`src/rtl/pipe_ctrl_pkg.sv`:
```
// Shared constants for the pipeline control unit: stall patterns, exception
// codes, FSM encoding and the redirect-target helper.
package pipe_ctrl_pkg;

    localparam logic        Stop      = 1'b1;
    localparam logic        NoStop    = 1'b0;
    localparam logic        RstEnable = 1'b1;
    localparam logic [31:0] ZeroWord  = 32'h0000_0000;

    localparam logic [31:0] EXC_INT          = 32'h1;
    localparam logic [31:0] EXC_SYSCALL      = 32'h8;
    localparam logic [31:0] EXC_INST_INVALID = 32'hA;
    localparam logic [31:0] EXC_OV           = 32'hC;
    localparam logic [31:0] EXC_TRAP         = 32'hD;
    localparam logic [31:0] EXC_ERET         = 32'hE;

    typedef logic [5:0] stall_vec_t;

    localparam stall_vec_t STALL_NONE = 6'b000000;
    localparam stall_vec_t STALL_ID   = 6'b000111;
    localparam stall_vec_t STALL_EX   = 6'b001111;
    localparam stall_vec_t STALL_MEM  = 6'b011111;

    typedef enum logic {
        ST_RUN   = 1'b0,
        ST_FLUSH = 1'b1
    } pc_state_t;

    function automatic logic [31:0] exc_target(input logic [31:0] code,
                                               input logic [31:0] epc,
                                               input logic [31:0] exc_vec,
                                               input logic [31:0] int_vec);
        if (code == EXC_INT)
            return int_vec;
        else if (code == EXC_ERET)
            return epc;
        else
            return exc_vec;
    endfunction

endpackage

```
`src/rtl/pipe_ctrl_if.sv`:
```
// Stall-request / exception inputs and stall / flush outputs of the pipeline
// control unit; slave is the controller, master is the core side.
interface pipe_ctrl_if;
    import pipe_ctrl_pkg::*;

    logic        stallreq_from_id;
    logic        stallreq_from_ex;
    logic        stallreq_from_mem;
    logic [31:0] excepttype_i;
    logic [31:0] cp0_epc_i;
    stall_vec_t  stall;
    logic        flush;
    logic [31:0] new_pc;
    logic [31:0] stall_count;
    logic        stall_timeout;

    modport master (
        output stallreq_from_id, stallreq_from_ex, stallreq_from_mem,
        output excepttype_i, cp0_epc_i,
        input  stall, flush, new_pc, stall_count, stall_timeout
    );

    modport slave (
        input  stallreq_from_id, stallreq_from_ex, stallreq_from_mem,
        input  excepttype_i, cp0_epc_i,
        output stall, flush, new_pc, stall_count, stall_timeout
    );

endinterface

```
`src/rtl/pipe_ctrl_stall_watchdog.sv`:
```
// Stall activity tracking: free-running stalled-cycle count plus a sticky
// flag raised when a single stall run reaches WDOG_MAX cycles.
module pipe_ctrl_stall_watchdog
    import pipe_ctrl_pkg::*;
#(
    parameter logic [15:0] WDOG_MAX = 16'd1023
) (
    input  logic        clk,
    input  logic        rst,
    input  logic        any_stall,
    output logic [31:0] stall_count,
    output logic        stall_timeout
);

    logic [15:0] wcnt;
    logic [31:0] cnt_q;

    always_ff @(posedge clk) begin
        if (rst == RstEnable) begin
            wcnt          <= '0;
            cnt_q         <= '0;
            stall_timeout <= 1'b0;
        end else if (any_stall) begin
            cnt_q <= cnt_q + 32'd1;
            if (wcnt != WDOG_MAX)
                wcnt <= wcnt + 16'd1;
            // flag lands on the same edge wcnt becomes WDOG_MAX
            if ({1'b0, wcnt} + 17'd1 >= {1'b0, WDOG_MAX})
                stall_timeout <= 1'b1;
        end else begin
            wcnt <= '0;
        end
    end

    assign stall_count = cnt_q;

endmodule

```
`src/rtl/pipe_ctrl.sv`:
```
// Pipeline control: merges stage stall requests into a thermometer stall
// vector and sequences a FLUSH_CYCLES-long flush with PC redirect on exceptions.
//
// state    | meaning
// ST_RUN   | normal operation; stalls honoured, exception starts a flush
// ST_FLUSH | remaining flush cycles, counted down by fcnt_q
module pipe_ctrl
    import pipe_ctrl_pkg::*;
#(
    parameter int unsigned FLUSH_CYCLES = 1,
    parameter logic [15:0] WDOG_MAX     = 16'd1023,
    parameter logic [31:0] EXC_VECTOR   = 32'h0000_0040,
    parameter logic [31:0] INT_VECTOR   = 32'h0000_0020
) (
    input  logic         clk,
    input  logic         rst,
    pipe_ctrl_if.slave   bus
);

    localparam int unsigned FCNT_W = (FLUSH_CYCLES > 2) ? $clog2(FLUSH_CYCLES) : 1;
    localparam logic [FCNT_W-1:0] FCNT_INIT =
        (FLUSH_CYCLES > 1) ? FCNT_W'(FLUSH_CYCLES - 2) : '0;

    pc_state_t         state_q, state_d;
    logic [FCNT_W-1:0] fcnt_q, fcnt_d;
    logic [31:0]       pc_q, pc_d;
    stall_vec_t        stall_c;
    logic              flush_c;
    logic [31:0]       new_pc_c;
    logic              any_stall;

    always_ff @(posedge clk) begin
        if (rst == RstEnable) begin
            state_q <= ST_RUN;
            fcnt_q  <= '0;
            pc_q    <= ZeroWord;
        end else begin
            state_q <= state_d;
            fcnt_q  <= fcnt_d;
            pc_q    <= pc_d;
        end
    end

    always_comb begin
        state_d  = state_q;
        fcnt_d   = fcnt_q;
        pc_d     = pc_q;
        stall_c  = STALL_NONE;
        flush_c  = 1'b0;
        new_pc_c = ZeroWord;
        unique case (state_q)
            ST_RUN: begin
                // an exception pre-empts any stall request in the same cycle
                if (bus.excepttype_i != ZeroWord) begin
                    flush_c  = 1'b1;
                    new_pc_c = exc_target(bus.excepttype_i, bus.cp0_epc_i,
                                          EXC_VECTOR, INT_VECTOR);
                    pc_d     = new_pc_c;
                    if (FLUSH_CYCLES > 1) begin
                        state_d = ST_FLUSH;
                        fcnt_d  = FCNT_INIT;
                    end
                end else if (bus.stallreq_from_mem) begin
                    stall_c = STALL_MEM;
                end else if (bus.stallreq_from_ex) begin
                    stall_c = STALL_EX;
                end else if (bus.stallreq_from_id) begin
                    stall_c = STALL_ID;
                end
            end
            ST_FLUSH: begin
                flush_c  = 1'b1;
                new_pc_c = pc_q;
                if (fcnt_q == '0)
                    state_d = ST_RUN;
                else
                    fcnt_d = fcnt_q - 1'b1;
            end
            default: state_d = ST_RUN;
        endcase
    end

    assign bus.stall  = (rst == RstEnable) ? STALL_NONE : stall_c;
    assign bus.flush  = (rst == RstEnable) ? 1'b0 : flush_c;
    assign bus.new_pc = (rst == RstEnable) ? ZeroWord : new_pc_c;
    assign any_stall  = (bus.stall != STALL_NONE);

    pipe_ctrl_stall_watchdog #(
        .WDOG_MAX (WDOG_MAX)
    ) u_wd (
        .clk           (clk),
        .rst           (rst),
        .any_stall     (any_stall),
        .stall_count   (bus.stall_count),
        .stall_timeout (bus.stall_timeout)
    );

endmodule

```
`src/flat_wrapper.sv`:
```
// flat-port wrapper written by rule: the top's interface ports become plain ports
module pipe_ctrl_flat import pipe_ctrl_pkg::*;
#(
    parameter int unsigned FLUSH_CYCLES = 1,
    parameter logic [15:0] WDOG_MAX     = 16'd1023,
    parameter logic [31:0] EXC_VECTOR   = 32'h0000_0040,
    parameter logic [31:0] INT_VECTOR   = 32'h0000_0020
)
  (clk, rst, bus_stallreq_from_id, bus_stallreq_from_ex, bus_stallreq_from_mem, bus_excepttype_i, bus_cp0_epc_i, bus_stall, bus_flush, bus_new_pc, bus_stall_count, bus_stall_timeout);
  pipe_ctrl_if bus_i ();
  input  logic clk;
  input  logic rst;
  input wire logic [$bits(bus_i.stallreq_from_id)-1:0] bus_stallreq_from_id;
  input wire logic [$bits(bus_i.stallreq_from_ex)-1:0] bus_stallreq_from_ex;
  input wire logic [$bits(bus_i.stallreq_from_mem)-1:0] bus_stallreq_from_mem;
  input wire logic [$bits(bus_i.excepttype_i)-1:0] bus_excepttype_i;
  input wire logic [$bits(bus_i.cp0_epc_i)-1:0] bus_cp0_epc_i;
  output wire logic [$bits(bus_i.stall)-1:0] bus_stall;
  output wire logic [$bits(bus_i.flush)-1:0] bus_flush;
  output wire logic [$bits(bus_i.new_pc)-1:0] bus_new_pc;
  output wire logic [$bits(bus_i.stall_count)-1:0] bus_stall_count;
  output wire logic [$bits(bus_i.stall_timeout)-1:0] bus_stall_timeout;
  assign bus_i.stallreq_from_id = bus_stallreq_from_id;
  assign bus_i.stallreq_from_ex = bus_stallreq_from_ex;
  assign bus_i.stallreq_from_mem = bus_stallreq_from_mem;
  assign bus_i.excepttype_i = bus_excepttype_i;
  assign bus_i.cp0_epc_i = bus_cp0_epc_i;
  assign bus_stall = bus_i.stall;
  assign bus_flush = bus_i.flush;
  assign bus_new_pc = bus_i.new_pc;
  assign bus_stall_count = bus_i.stall_count;
  assign bus_stall_timeout = bus_i.stall_timeout;
  pipe_ctrl #(.FLUSH_CYCLES(FLUSH_CYCLES), .WDOG_MAX(WDOG_MAX), .EXC_VECTOR(EXC_VECTOR), .INT_VECTOR(INT_VECTOR)) u_core (.clk(clk), .rst(rst), .bus(bus_i));
endmodule
```
`config.mk`:
```
export PLATFORM = sky130hd
export DESIGN_NAME = pipe_ctrl_flat
export DESIGN_NICKNAME = d
export VERILOG_FILES = /design/src/rtl/pipe_ctrl_pkg.sv /design/src/rtl/pipe_ctrl_if.sv /design/src/rtl/pipe_ctrl_stall_watchdog.sv /design/src/rtl/pipe_ctrl.sv /design/src/flat_wrapper.sv
export SDC_FILE = /design/constraint.sdc
export NUM_CORES = 1
export LEC_CHECK = 0
export ABC_AREA = 1
export BUFFER_PORTS_ARGS = -buffer_cell sky130_fd_sc_hd__buf_4
export CORE_MARGIN = 2
export CORE_UTILIZATION = 49
export CTS_CLUSTER_SIZE = 24
export DETAILED_ROUTE_END_ITERATION = 8
export PLACE_DENSITY = 0.9
export SLEW_MARGIN = 20
export SYNTH_ARGS = -nofsm -noshare
export SYNTH_HDL_FRONTEND = slang
export SYNTH_SLANG_ARGS = --single-unit
```
`constraint.sdc`:
```
create_clock -name clk -period 1.9 [get_ports clk]
set_input_delay 0.38 -clock clk [delete_from_list [all_inputs] [get_ports clk]]
set_output_delay 0.38 -clock clk [all_outputs]
set_load 0.03 [all_outputs]
```
==> insert_results.sql, run 1 <==
INSERT INTO impl_metrics (metric_group, metric, value, unit) VALUES
('outcome', 'status', 'finished, violations left', ''),
('outcome', 'violations', 'setup timing', ''),
('die', 'die_outline_area', '7750', 'um^2'),
('synth', 'syn_area_per_cell', '6.07', 'um^2'),
('power', 'power_per_cell_area', '347', 'nW/um^2'),
('die', 'ports_placed_on_the_boundary', '141', ''),
('clock_tree', 'htree_levels', '2', ''),
('setup_path', 'regToRegStartpoint', 'u_core.u_wd.wcnt[2]', ''),
('flow_run', 'maxCapViolCount', '0', ''),
('sta', 'skew', '0.00645', 'ns'),
('setup_path', 'rr_endpoint', 'u_core.u_wd.stall_timeout', ''),
('die', 'placement_rows', '30', ''),
('synth', 'ys.warnings.count', '0', ''),
('power', 'pwr-share-clk', '0.329', ''),
('sta', 'slew_violations', '0', ''),
('clock_tree', 'clkLatencyLatePin', '0.30', 'ns'),
('synth', 'synth_enable_flop_cells', '0', ''),
('power', 'power_frac_comb', '0.137', ''),
('synth', 'synth.largest_area_cell', 'sky130_fd_sc_hd__dfxtp_1', ''),
('power', 'int_power', '1.45', 'mW'),
('sta', 'setup-tns-final', '-11.01', 'ns'),
('layout', 'instances_no_fill', '826', ''),
('power', 'swShare', '0.245', ''),
('synth', 'netlist_top_cells_area', 'sky130_fd_sc_hd__dfxtp_1 (28%), sky130_fd_sc_hd__nand2_1 (19%), sky130_fd_sc_hd__nor2_1 (11%)', ''),
('synth', 'summed_instance_area_of_the_synthesized_netlist', '3460', 'um^2'),
('worst_hold_path', 'end_point_of_the_worst_hold_path', 'u_core.u_wd.stall_timeout', ''),
('drt', 'dr_wl_met2', '7520', 'um'),
('die', 'coreArea', '6830', 'um^2'),
('setup_path', 'critPathTopFamily', 'simple AND/OR/NAND/NOR gates', ''),
('clock_tree', 'cts_inserted_buffers', '5', ''),
('sta', 'rsz0062_at_grt', 'true', ''),
('clock_tree', 'cts_num_sinks', '49', ''),
('setup_path', 'crit_path_top_cell_by_count', 'sky130_fd_sc_hd__nand2_2', ''),
('sta', 'final-setup-viol-count', '41', ''),
('layout', 'final_core_utilization', '0.810', ''),
('setup_path', 'slowest_stage_cell_cp', 'sky130_fd_sc_hd__nor3_4', ''),
('setup_path', 'critPathLaunchType', 'input port', ''),
('clock_tree', 'cts_tree', 'yes', ''),
('global_routing', 'grt_pass1_wl', '19400', 'um'),
('clock_tree', 'clk_pin_slew_worst_paths', '0.08', 'ns'),
('synth', 'post_synth_num_cell_types', '37', ''),
('drt', 'drt_pass_1_iters', '5', ''),
('sta', 'hold_violations', '0', ''),
('layout', 'num-nets-final', '802', ''),
('setup_path', 'path_buf_inv', '4', ''),
('global_routing', 'grt_use_total', '0.317', ''),
('sta', 'layout_setup_ws', '-0.347', 'ns'),
('power', 'total_chip_power', '1.92', 'mW'),
('placed_design', 'numPortBuffers', '139', ''),
('setup_path', 'rrSetupSlack', '-0.10', 'ns'),
('worst_hold_path', 'origin_of_the_worst_min_delay_path', 'u_core.u_wd.stall_timeout', ''),
('placed_design', 'detailedPlacementHpwl', '9040', 'um'),
('synth', 'synthesis.instances', '570', ''),
('drt', 'drt-initial-drc-count', '449', ''),
('drt', 'dr.max_layer_used', 'met4', ''),
('sta', 'period_minus_slack', '2.25', 'ns'),
('setup_path', 'endpoint_kind', 'output port', ''),
('synth', 'synth_top_flop_cell', 'sky130_fd_sc_hd__dfxtp_1', ''),
('worst_hold_path', 'hold_path_class', 'reg2reg', ''),
('power', 'vdd.ir_drop.worst', '0.473', 'mV'),
('layout', 'fin_area', '5530', 'um^2'),
('placed_design', 'finalWeightedCongestion', '0.978', ''),
('layout', 'final_layout_size_suffix_gt1_frac', '0.379', ''),
('placed_design', 'placed_cells', '811', ''),
('drt', 'm1WireLength', '5270', 'um'),
('drt', 'met3_wirelength', '1430', 'um'),
('die', 'die_x', '88.0', 'um'),
('layout', 'antenna_cells', '0', ''),
('worst_hold_path', 'whs_path_depth', '2', ''),
('synth', 'synth_sequential_area_ratio', '0.283', ''),
('clock_tree', 'cts_hold_buffers', '0', '');
per-layer routing:
metal,vias up,global-route usage
met4,0,0.112
met1,2141,0.381
li1,2130,-
met2,397,0.567
met5,-,0
met3,114,0.0547
repair_timing:
action / CTS / global route
setup endpoints to repair: 38 / 46
buffers inserted: 3 / 2
gates cloned: 1 / 3
resized for setup: 66 / 71
pin swaps: 10 / 30
worst max path at each step:
stage / start / endpoint / slack, ns / cells after the start
after detailed placement: bus_excepttype_i[23] / bus_new_pc[9] / -0.31 / 12
after floorplan: bus_excepttype_i[7] / bus_new_pc[0] / -0.05 / 8
after global placement: bus_excepttype_i[23] / bus_new_pc[0] / -0.22 / 12
after CTS: bus_excepttype_i[20] / bus_new_pc[9] / -0.19 / 12
final: bus_excepttype_i[31] / bus_new_pc[20] / -0.35 / 12
after global routing: bus_excepttype_i[31] / bus_new_pc[20] / -0.38 / 12
synth_stat cells (2+ instances only):
| cell | n |
|---|---|
| sky130_fd_sc_hd__nor3_2 | 3 |
| sky130_fd_sc_hd__nand2_2 | 3 |
| sky130_fd_sc_hd__xnor2_1 | 9 |
| sky130_fd_sc_hd__buf_2 | 6 |
| sky130_fd_sc_hd__xor2_1 | 13 |
| sky130_fd_sc_hd__buf_4 | 3 |
| sky130_fd_sc_hd__dfxtp_1 | 49 |
| sky130_fd_sc_hd__nor3_1 | 21 |
| sky130_fd_sc_hd__nand3_1 | 25 |
| sky130_fd_sc_hd__nand3b_1 | 2 |
| sky130_fd_sc_hd__inv_1 | 52 |
| sky130_fd_sc_hd__nand2_1 | 176 |
| sky130_fd_sc_hd__ha_1 | 3 |
| sky130_fd_sc_hd__a31oi_1 | 6 |
| sky130_fd_sc_hd__o21ai_0 | 14 |
| sky130_fd_sc_hd__a21oi_1 | 33 |
| sky130_fd_sc_hd__nor2_1 | 104 |
| sky130_fd_sc_hd__buf_6 | 6 |
| sky130_fd_sc_hd__inv_2 | 3 |
| sky130_fd_sc_hd__nor2_4 | 5 |
| sky130_fd_sc_hd__nand4_1 | 15 |
| sky130_fd_sc_hd__clkbuf_1 | 4 |
area by class of cell:
| type | instances | area [um^2] |
|---|---|---|
| Tap cell | 96 | 120 |
| Inverter | 56 | 228 |
| Clock buffer | 7 | 86.3 |
| Fill cell | 443 | 1300 |
| Multi-Input combinational cell | 446 | 2510 |
| Timing Repair Buffer | 172 | 1600 |
| Sequential cell | 49 | 985 |
cells by family (layout without fill, tap and decap cells):
family | count (synthesis) | count (layout) | share of synthesized area
AOI/OAI and AO/OA | 58 | 58 | 0.0926
and+or+nand+nor | 362 | 362 | 0.456
xor gates and xnor gates | 22 | 22 | 0.0557
buffers and inverters | 75 | 235 | 0.100
adders and majority gates | 3 | 3 | 0.0108
other | 1 | 1 | 0.00108
DFF | 49 | 49 | 0.283
worst min-delay path, cell delays in order (launching register included):
cell	delay [ns]
sky130_fd_sc_hd__dfxtp_1	0.32
sky130_fd_sc_hd__inv_1	0.05
sky130_fd_sc_hd__a21oi_1	0.05
power groups by stage:
stage / Sequential [mW] / Combinational (mW) / Clock [mW]
final: 1.03 / 0.262 / 0.632
after global routing: 1.03 / 0.270 / 0.674
after CTS: 1.03 / 0.213 / 0.629
after detailed placement: 1.05 / 0.193 / 0
after global placement: 1.05 / 0.188 / 0
after floorplan: 1.05 / 0.0569 / 0
sequential cells by signal (all words and copies together) (netlist names):
signal and cells:
u_core.u_wd.wcnt 16, u_core.u_wd.stall_timeout 1, u_core.u_wd.stall_count 32
placed cells by master (no fill, tap or decap), types with 15 or more instances in the layout:
cell	instances
sky130_fd_sc_hd__buf_6	46
sky130_fd_sc_hd__nor2_4	27
sky130_fd_sc_hd__buf_4	115
sky130_fd_sc_hd__nand3_1	24
sky130_fd_sc_hd__nand4_1	15
sky130_fd_sc_hd__a21oi_1	33
sky130_fd_sc_hd__nor2_2	23
sky130_fd_sc_hd__nor2_1	60
sky130_fd_sc_hd__nor3_1	19
sky130_fd_sc_hd__nand2_1	152
sky130_fd_sc_hd__inv_1	51
sky130_fd_sc_hd__dfxtp_1	46
(Power assumes the default switching activity.)
==> run 2: changes to the inputs <==
- ABC_AREA: 1 -> default
- CORE_UTILIZATION: 49 -> 48
- SYNTH_HIERARCHICAL: default -> 1
- TNS_END_PERCENT: default -> 20
==> run 2 against run 1 <==
The flow still finishes with violations (setup timing). Sequential share of layout area up 0.75 points. Clock-buffer cell count down 2. Fmax down 0.97%. Global-route usage down 2.2 points. Wire length down 21%. Sequential cell count unchanged.
==> insert_results.sql, run 2 <==
INSERT INTO impl_metrics (metric_group, metric, value, unit) VALUES
('outcome', 'status', 'finished, violations left', ''),
('outcome', 'violations', 'setup timing', ''),
('synth', 'synth_top_flop_cell', 'sky130_fd_sc_hd__dfxtp_1', ''),
('setup_path', 'endpoint_kind', 'register', ''),
('layout', 'fin_area', '5300', 'um^2'),
('drt', 'postRouteWirelength', '12000', 'um'),
('synth', 'synthesis.instances', '397', ''),
('synth', 'synth_async_sr_flop_share', '0', ''),
('setup_path', 'rrSetupSlack', '-0.17', 'ns'),
('sta', 'hold_violations', '0', ''),
('clock_tree', 'clock_tree.root_cell', 'sky130_fd_sc_hd__clkbuf_8', ''),
('sta', 'period_minus_slack', '2.27', 'ns'),
('power', 'power_per_cell_area', '405', 'nW/um^2'),
('die', 'placement_rows', '30', ''),
('synth', 'yosysTopAreaCellShare', '0.299', ''),
('die', 'die_outline_area', '7520', 'um^2'),
('global_routing', 'maximum_number_of_pins_on_one_net_before_global_route_repair', '70', ''),
('layout', 'final_layout_size_suffix_gt1_frac', '0.505', ''),
('clock_tree', 'cts_num_sinks', '49', ''),
('synth', 'summed_instance_area_of_the_synthesized_netlist', '3280', 'um^2'),
('setup_path', 'timing_worst_setup_path_type', 'in2reg', ''),
('clock_tree', 'clk_pin_slew_worst_paths', '0.10', 'ns'),
('sta', 'slew_violations', '0', ''),
('placed_design', 'detailedPlacementHpwl', '7600', 'um'),
('sta', 'timing.final.crit_share', '1.19', ''),
('setup_path', 'critical_path.max_fanout', '6', ''),
('synth', 'synth_top_cells_by_count', 'sky130_fd_sc_hd__dfxtp_1 (49), sky130_fd_sc_hd__nand2_1 (48), sky130_fd_sc_hd__nor2_1 (45)', ''),
('sta', 'max_freq', '441', 'MHz'),
('layout', 'num-nets-final', '645', ''),
('global_routing', 'grt_pass1_wl', '17900', 'um'),
('layout', 'area_delta_synth_final', '61.5', '%'),
('clock_tree', 'clock_tree.buffer_depth', '2', ''),
('die', 'ports_placed_on_the_boundary', '141', ''),
('die', 'die_x', '86.7', 'um'),
('placed_design', 'place_ws', '-0.774', 'ns'),
('synth', 'netlist_top_cells_area', 'sky130_fd_sc_hd__dfxtp_1 (30%), sky130_fd_sc_hd__nor4_2 (14%), sky130_fd_sc_hd__xnor2_1 (8.3%)', ''),
('placed_design', 'finalWeightedCongestion', '0.886', ''),
('layout', 'antenna_cells', '0', ''),
('setup_path', 'critPathLaunchType', 'input port', ''),
('synth', 'synth.largest_area_cell', 'sky130_fd_sc_hd__dfxtp_1', ''),
('die', 'die_height', '86.7', 'um'),
('synth', 'synth_enable_flop_cells', '0', ''),
('synth', 'synth_sequential_area_ratio', '0.299', ''),
('power', 'p_leak', '2.12', 'nW'),
('drt', 'drt-wirelength-per-cell', '18.3', 'um'),
('drt', 'drt-initial-drc-count', '527', ''),
('clock_tree', 'htree_levels', '2', ''),
('synth', 'synth.most_common_cell', 'sky130_fd_sc_hd__dfxtp_1', ''),
('synth', 'post_synth_num_cell_types', '53', ''),
('synth', 'ys.warnings.count', '6', ''),
('setup_path', 'worstPathArrival', '2.46', 'ns'),
('sta', 'setup-tns-final', '-15.98', 'ns'),
('worst_hold_path', 'hold_path_class', 'in2reg', ''),
('sta', 'rsz0062_at_grt', 'true', ''),
('global_routing', 'first_global_vias', '3760', ''),
('die', 'coreArea', '6720', 'um^2'),
('sta', 'skew', '0.0137', 'ns'),
('power', 'vdd.ir_drop.worst', '0.394', 'mV'),
('setup_path', 'required', '2.10', 'ns'),
('drt', 'drc_violation_count_after_routing', '0', ''),
('clock_tree', 'cts_inserted_buffers', '5', ''),
('layout', 'mostFrequentLayoutCell', 'sky130_fd_sc_hd__buf_4', ''),
('die', 'initial_core_util', '0.489', ''),
('layout', 'largest_register_ffs', '32', ''),
('drt', 'route.antenna.remaining_nets', '0', ''),
('synth', 'synth_seq_cells', '49', ''),
('flow_run', 'maxCapViolCount', '0', ''),
('clock_tree', 'cts_tree', 'yes', ''),
('sta', 'layout_setup_ws', '-0.369', 'ns'),
('drt', 'drt_pass_1_iters', '5', ''),
('layout', 'final_cell_mix', 'sky130_fd_sc_hd__buf_4 (186), sky130_fd_sc_hd__nand2_1 (48), sky130_fd_sc_hd__dfxtp_1 (47)', ''),
('global_routing', 'antenna_violations_before_repair', '0', ''),
('drt', 'via_per_inst', '5.99', ''),
('synth', 'syn_nets', '469', ''),
('placed_design', 'dpl-instance-area', '4780', 'um^2'),
('global_routing', 'sum_of_overflow_across_all_layers_after_global_routing', '0', ''),
('drt', 'routed-via-count', '3920', ''),
('placed_design', 'numPortBuffers', '139', ''),
('global_routing', 'grt_use_total', '0.294', ''),
('clock_tree', 'clkLatencyLatePin', '0.31', 'ns'),
('synth', 'syn_area_per_cell', '8.27', 'um^2'),
('sta', 'final-setup-viol-count', '68', '');
[run 2: cell types whose count changed in the layout (fill, tap and decap cells not counted), sizes merged, moves of 11 or more]
cell,before,now
nand2,180,49
nor2,110,45
nor4,1,55
inv,54,10
buf,170,199
xnor2,9,31
a21oi,33,14
o21ai,14,3
[run 2: cell type report]
cell class	instances	area, um^2
multi-input combinational	307	2440
inverter	10	37.5
tap	80	100
fill	374	1420
sequential	49	983
clock buffer	5	68.8
timing repair buffer	200	1610
clock inverter	3	65.1
[run 2: final timing paths]
| kind | from | to | cells after the start |
|---|---|---|---|
| worst max-delay path | bus_excepttype_i[30] | u_core/u_wd/stall_count[14] | 11 |
| worst min-delay path | rst | u_core/u_wd/stall_timeout | 3 |
| worst max register to register | u_core/u_wd/stall_count[10] | u_core/u_wd/stall_count[27] | 6 |
| worst min register to register | u_core/u_wd/stall_count[31] | u_core/u_wd/stall_count[31] | 3 |
[run 2: logic make-up after synthesis]
kind of cell,Yosys count,synth area share
AOI/OAI and AO/OA,33,0.0652
xor gates and xnor gates,42,0.112
adders and majority gates,3,0.0114
buffers and inverters,41,0.0617
DFF,49,0.299
muxes,3,0.00991
other,1,0.00114
and+or+nand+nor,225,0.440
[run 2: metrics by stage]
step / power (mW) / util / instances / hold WS, ns
4_1_cts: 2.14 / 0.767 / 645 / 0.462
6_report: 2.15 / 0.789 / 654 / 0.495
2_1_floorplan: 1.11 / - / 397 / 0.517
3_3_place_gp: 1.26 / 0.712 / 634 / 0.520
3_5_place_dp: 1.26 / 0.712 / 634 / 0.546
5_1_grt: 2.20 / 0.789 / 654 / 0.489
[run 2: worst max-delay path: stages]
cell	delay, ns
sky130_fd_sc_hd__buf_6	0.10
sky130_fd_sc_hd__nor4_4	0.32
sky130_fd_sc_hd__nand4_4	0.18
sky130_fd_sc_hd__nor4_4	0.30
sky130_fd_sc_hd__buf_4	0.19
sky130_fd_sc_hd__and3_4	0.20
sky130_fd_sc_hd__nand3_4	0.10
sky130_fd_sc_hd__buf_12	0.18
sky130_fd_sc_hd__nor4_4	0.26
sky130_fd_sc_hd__xnor2_1	0.18
sky130_fd_sc_hd__nor2_1	0.09
[run 2: what timing repair did]
item,CTS,global route
endpoints found under the setup margin,65,83
pin swaps,23,10
hold buffers,0,0
gates resized for setup,38,14
setup buffers,2,8
gates cloned,1,1
[run 2: metal layers]
layer / global-route usage / wire length [um]
met4: 0.107 / 369
met1: 0.351 / 4570
met3: 0.0533 / 764
met5: 0 / 0
met2: 0.526 / 6290
[run 2: power by group]
group | internal [mW] | leakage [nW] | switching (mW) | total (mW)
Clock | 0.523 | 0.0681 | 0.369 | 0.892
Combinational | 0.126 | 1.66 | 0.105 | 0.230
Sequential | 1.03 | 0.395 | 0.0000000000137 | 1.03
==> run 3: changes to the inputs <==
--- a/config.mk
+++ b/config.mk
@@ -9,6 +9,7 @@
 export CORE_MARGIN = 2
-export CORE_UTILIZATION = 48
+export CORE_UTILIZATION = 50
+export CTS_BUF_LIST = sky130_fd_sc_hd__clkbuf_8
 export CTS_CLUSTER_SIZE = 24
 export DETAILED_ROUTE_END_ITERATION = 8
-export PLACE_DENSITY = 0.9
+export PLACE_DENSITY = 0.92
 export SLEW_MARGIN = 20
==> constraint.sdc (replaced) <==
create_clock -name clk -period 2.3 [get_ports clk]
set_input_delay 0.115 -clock clk [delete_from_list [all_inputs] [get_ports clk]]
set_output_delay 0.115 -clock clk [all_outputs]
set_load 0.03 [all_outputs]
==> run 3 against run 2 <==
The flow now finishes without violations. Non-clock buffer count decreased by 44. Clock-buffer cell count unchanged. Via count decreased by 11%. First-iteration DRC count decreased by 61%. Die area decreased by 3.8%. Clock power decreased by 29%. Sequential power decreased by 18%. Clock skew decreased by 0.0079 ns. Sequential cell count unchanged. Core utilization decreased by 7.3 points. Critical path depth decreased by 6. Largest power group unchanged. Highest routed layer unchanged.
==> insert_results.sql, run 3 (synthesized netlist as in run 2, its figures left out) <==
INSERT INTO impl_metrics (metric_group, metric, value, unit) VALUES
('power', 'total_chip_power', '1.64', 'mW'),
('global_routing', 'sum_of_overflow_across_all_layers_after_global_routing', '0', ''),
('layout', 'final_layout_size_suffix_gt1_frac', '0.408', ''),
('die', 'initial_core_util', '0.517', ''),
('clock_tree', 'postCtsResizedCells', '0', ''),
('worst_hold_path', 'hold_path_class', 'in2reg', ''),
('global_routing', 'grt_use_total', '0.243', ''),
('drt', 'drc_violation_count_after_routing', '0', ''),
('drt', 'drt_pass_1_iters', '4', ''),
('die', 'placement_rows', '29', ''),
('sta', 'max_slew_margin', '0.434', ''),
('sta', 'rsz0062_at_grt', 'false', ''),
('layout', 'antenna_cells', '0', ''),
('die', 'coreArea', '6350', 'um^2'),
('layout', 'mostFrequentLayoutCell', 'sky130_fd_sc_hd__buf_4', ''),
('layout', 'area_delta_synth_final', '38.4', '%'),
('global_routing', 'first_global_vias', '3108', ''),
('global_routing', 'maximum_number_of_pins_on_one_net_before_global_route_repair', '72', ''),
('layout', 'num-nets-final', '601', ''),
('global_routing', 'globalRouteMet1Util', '0.283', ''),
('sta', 'max_freq', '463', 'MHz'),
('global_routing', 'grt_pass1_wl', '14500', 'um'),
('clock_tree', 'clk_pin_slew_worst_paths', '0.09', 'ns'),
('clock_tree', 'postCtsSetupBuffers', '0', ''),
('layout', 'largest_register_ffs', '32', ''),
('sta', 'skew', '0.00580', 'ns'),
('clock_tree', 'clock_tree.buffer_depth', '2', ''),
('layout', 'nFillCells', '462', ''),
('placed_design', 'dpl-instance-area', '4420', 'um^2'),
('global_routing', 'met3_usage', '0.0447', ''),
('clock_tree', 'clkLatencyLatePin', '0.31', 'ns'),
('global_routing', 'antenna_violations_before_repair', '0', ''),
('drt', 'postRouteWirelength', '9340', 'um'),
('placed_design', 'numPortBuffers', '139', ''),
('die', 'die_height', '85.0', 'um'),
('sta', 'layout_setup_ws', '0.140', 'ns'),
('drt', 'drt-wirelength-per-cell', '15.4', 'um'),
('drt', 'via_per_inst', '5.72', ''),
('clock_tree', 'clock_tree.root_cell', 'sky130_fd_sc_hd__clkbuf_8', ''),
('setup_path', 'endpoint_kind', 'register', ''),
('global_routing', 'grt.met2_usage', '0.447', ''),
('sta', 'period_minus_slack', '2.16', 'ns'),
('layout', 'multiInputGateArea', '2140', 'um^2'),
('setup_path', 'timing_worst_setup_path_type', 'reg2reg', ''),
('sta', 'slew_violations', '0', ''),
('placed_design', 'finalWeightedCongestion', '0.902', ''),
('global_routing', 'grt-busiest-layer', 'met2', ''),
('clock_tree', 'cts_inserted_buffers', '5', ''),
('flow_run', 'maxCapViolCount', '0', ''),
('setup_path', 'worstPathArrival', '2.33', 'ns'),
('setup_path', 'required', '2.47', 'ns'),
('clock_tree', 'htree_levels', '2', ''),
('power', 'vdd.ir_drop.worst', '0.289', 'mV'),
('setup_path', 'critPathLaunchType', 'register', ''),
('drt', 'routed-via-count', '3471', ''),
('drt', 'route.antenna.remaining_nets', '0', ''),
('sta', 'timing.final.crit_share', '0.939', ''),
('drt', 'drt-initial-drc-count', '205', ''),
('sta', 'hold_violations', '0', ''),
('clock_tree', 'cts_tree', 'yes', ''),
('layout', 'final_cell_mix', 'sky130_fd_sc_hd__buf_4 (156), sky130_fd_sc_hd__dfxtp_1 (49), sky130_fd_sc_hd__nand2_1 (48)', ''),
('power', 'p_leak', '1.66', 'nW'),
('placed_design', 'detailedPlacementHpwl', '6980', 'um'),
('die', 'die_outline_area', '7230', 'um^2'),
('die', 'die_x', '85.0', 'um'),
('clock_tree', 'cts_num_sinks', '49', ''),
('placed_design', 'place_ws', '-0.123', 'ns'),
('sta', 'final-setup-viol-count', '0', ''),
('placed_design', 'placed_cells', '599', ''),
('sta', 'tightest_slew', '0.849', 'ns'),
('layout', 'register_area', '981', 'um^2'),
('layout', 'fin_area', '4540', 'um^2'),
('outcome', 'status', 'finished, final reports clean', ''),
('layout', 'instances_no_fill', '607', ''),
('die', 'ports_placed_on_the_boundary', '141', ''),
('sta', 'setup-tns-final', '0', 'ns'),
('clock_tree', 'cts_hold_buffers', '0', ''),
('setup_path', 'critical_path.max_fanout', '10', ''),
('power', 'power_per_cell_area', '361', 'nW/um^2');
-- run 3: cell types whose count changed in the layout (fill, tap and decap cells not counted), sizes merged --
cell,change
clkinvlp,+1
bufinv,-1
clkbuf,-1
buf,-43
-- run 3: worst paths after layout --
check,endpoint,startpoint,slack [ns],cells after the start
setup reg to reg,u_core/u_wd/stall_timeout,u_core/u_wd/wcnt[2],0.14,5
hold / removal,u_core/u_wd/wcnt[12],rst,0.33,5
hold reg to reg,u_core/u_wd/stall_count[22],u_core/u_wd/stall_count[22],0.56,2
setup / recovery,u_core/u_wd/stall_timeout,u_core/u_wd/wcnt[2],0.14,5
-- run 3: final cells by class --
class                   instances  share of cell area
well taps                      77              0.0212
clock inverters                 3              0.0102
clock buffers                   5              0.0151
repair buffers                156               0.258
inverters                      10             0.00826
multi-input cells             307               0.472
flip-flops and latches         49               0.216
-- run 3: worst max-delay path: stages (launching register included) --
cell and delay (ns):
sky130_fd_sc_hd__dfxtp_1 0.46, sky130_fd_sc_hd__nand3_2 0.24, sky130_fd_sc_hd__nor4_1 0.70, sky130_fd_sc_hd__nand3_1 0.16
sky130_fd_sc_hd__a221oi_1 0.35, sky130_fd_sc_hd__o311ai_1 0.11
-- run 3: routing by layer --
layer / vias to the layer above / share of wire
met3: 15 / 0.070
met4: 0 / 0.015
met2: 140 / 0.53
li1: 1683 / -
met1: 1633 / 0.39
met5: - / 0
-- run 3: through the flow --
stage	hold slack [ns]	util
after floorplan	0.360	-
after global placement	0.525	0.697
after detailed placement	0.534	0.697
after CTS	0.328	0.715
after global routing	0.354	0.716
final	0.334	0.716
-- run 3: power by group --
part / internal (mW) / switching (mW) / leakage (nW)
Combinational: 0.0879 / 0.0699 / 1.21
Clock: 0.326 / 0.308 / 0.0543
Sequential: 0.848 / 0.0000000000131 / 0.394
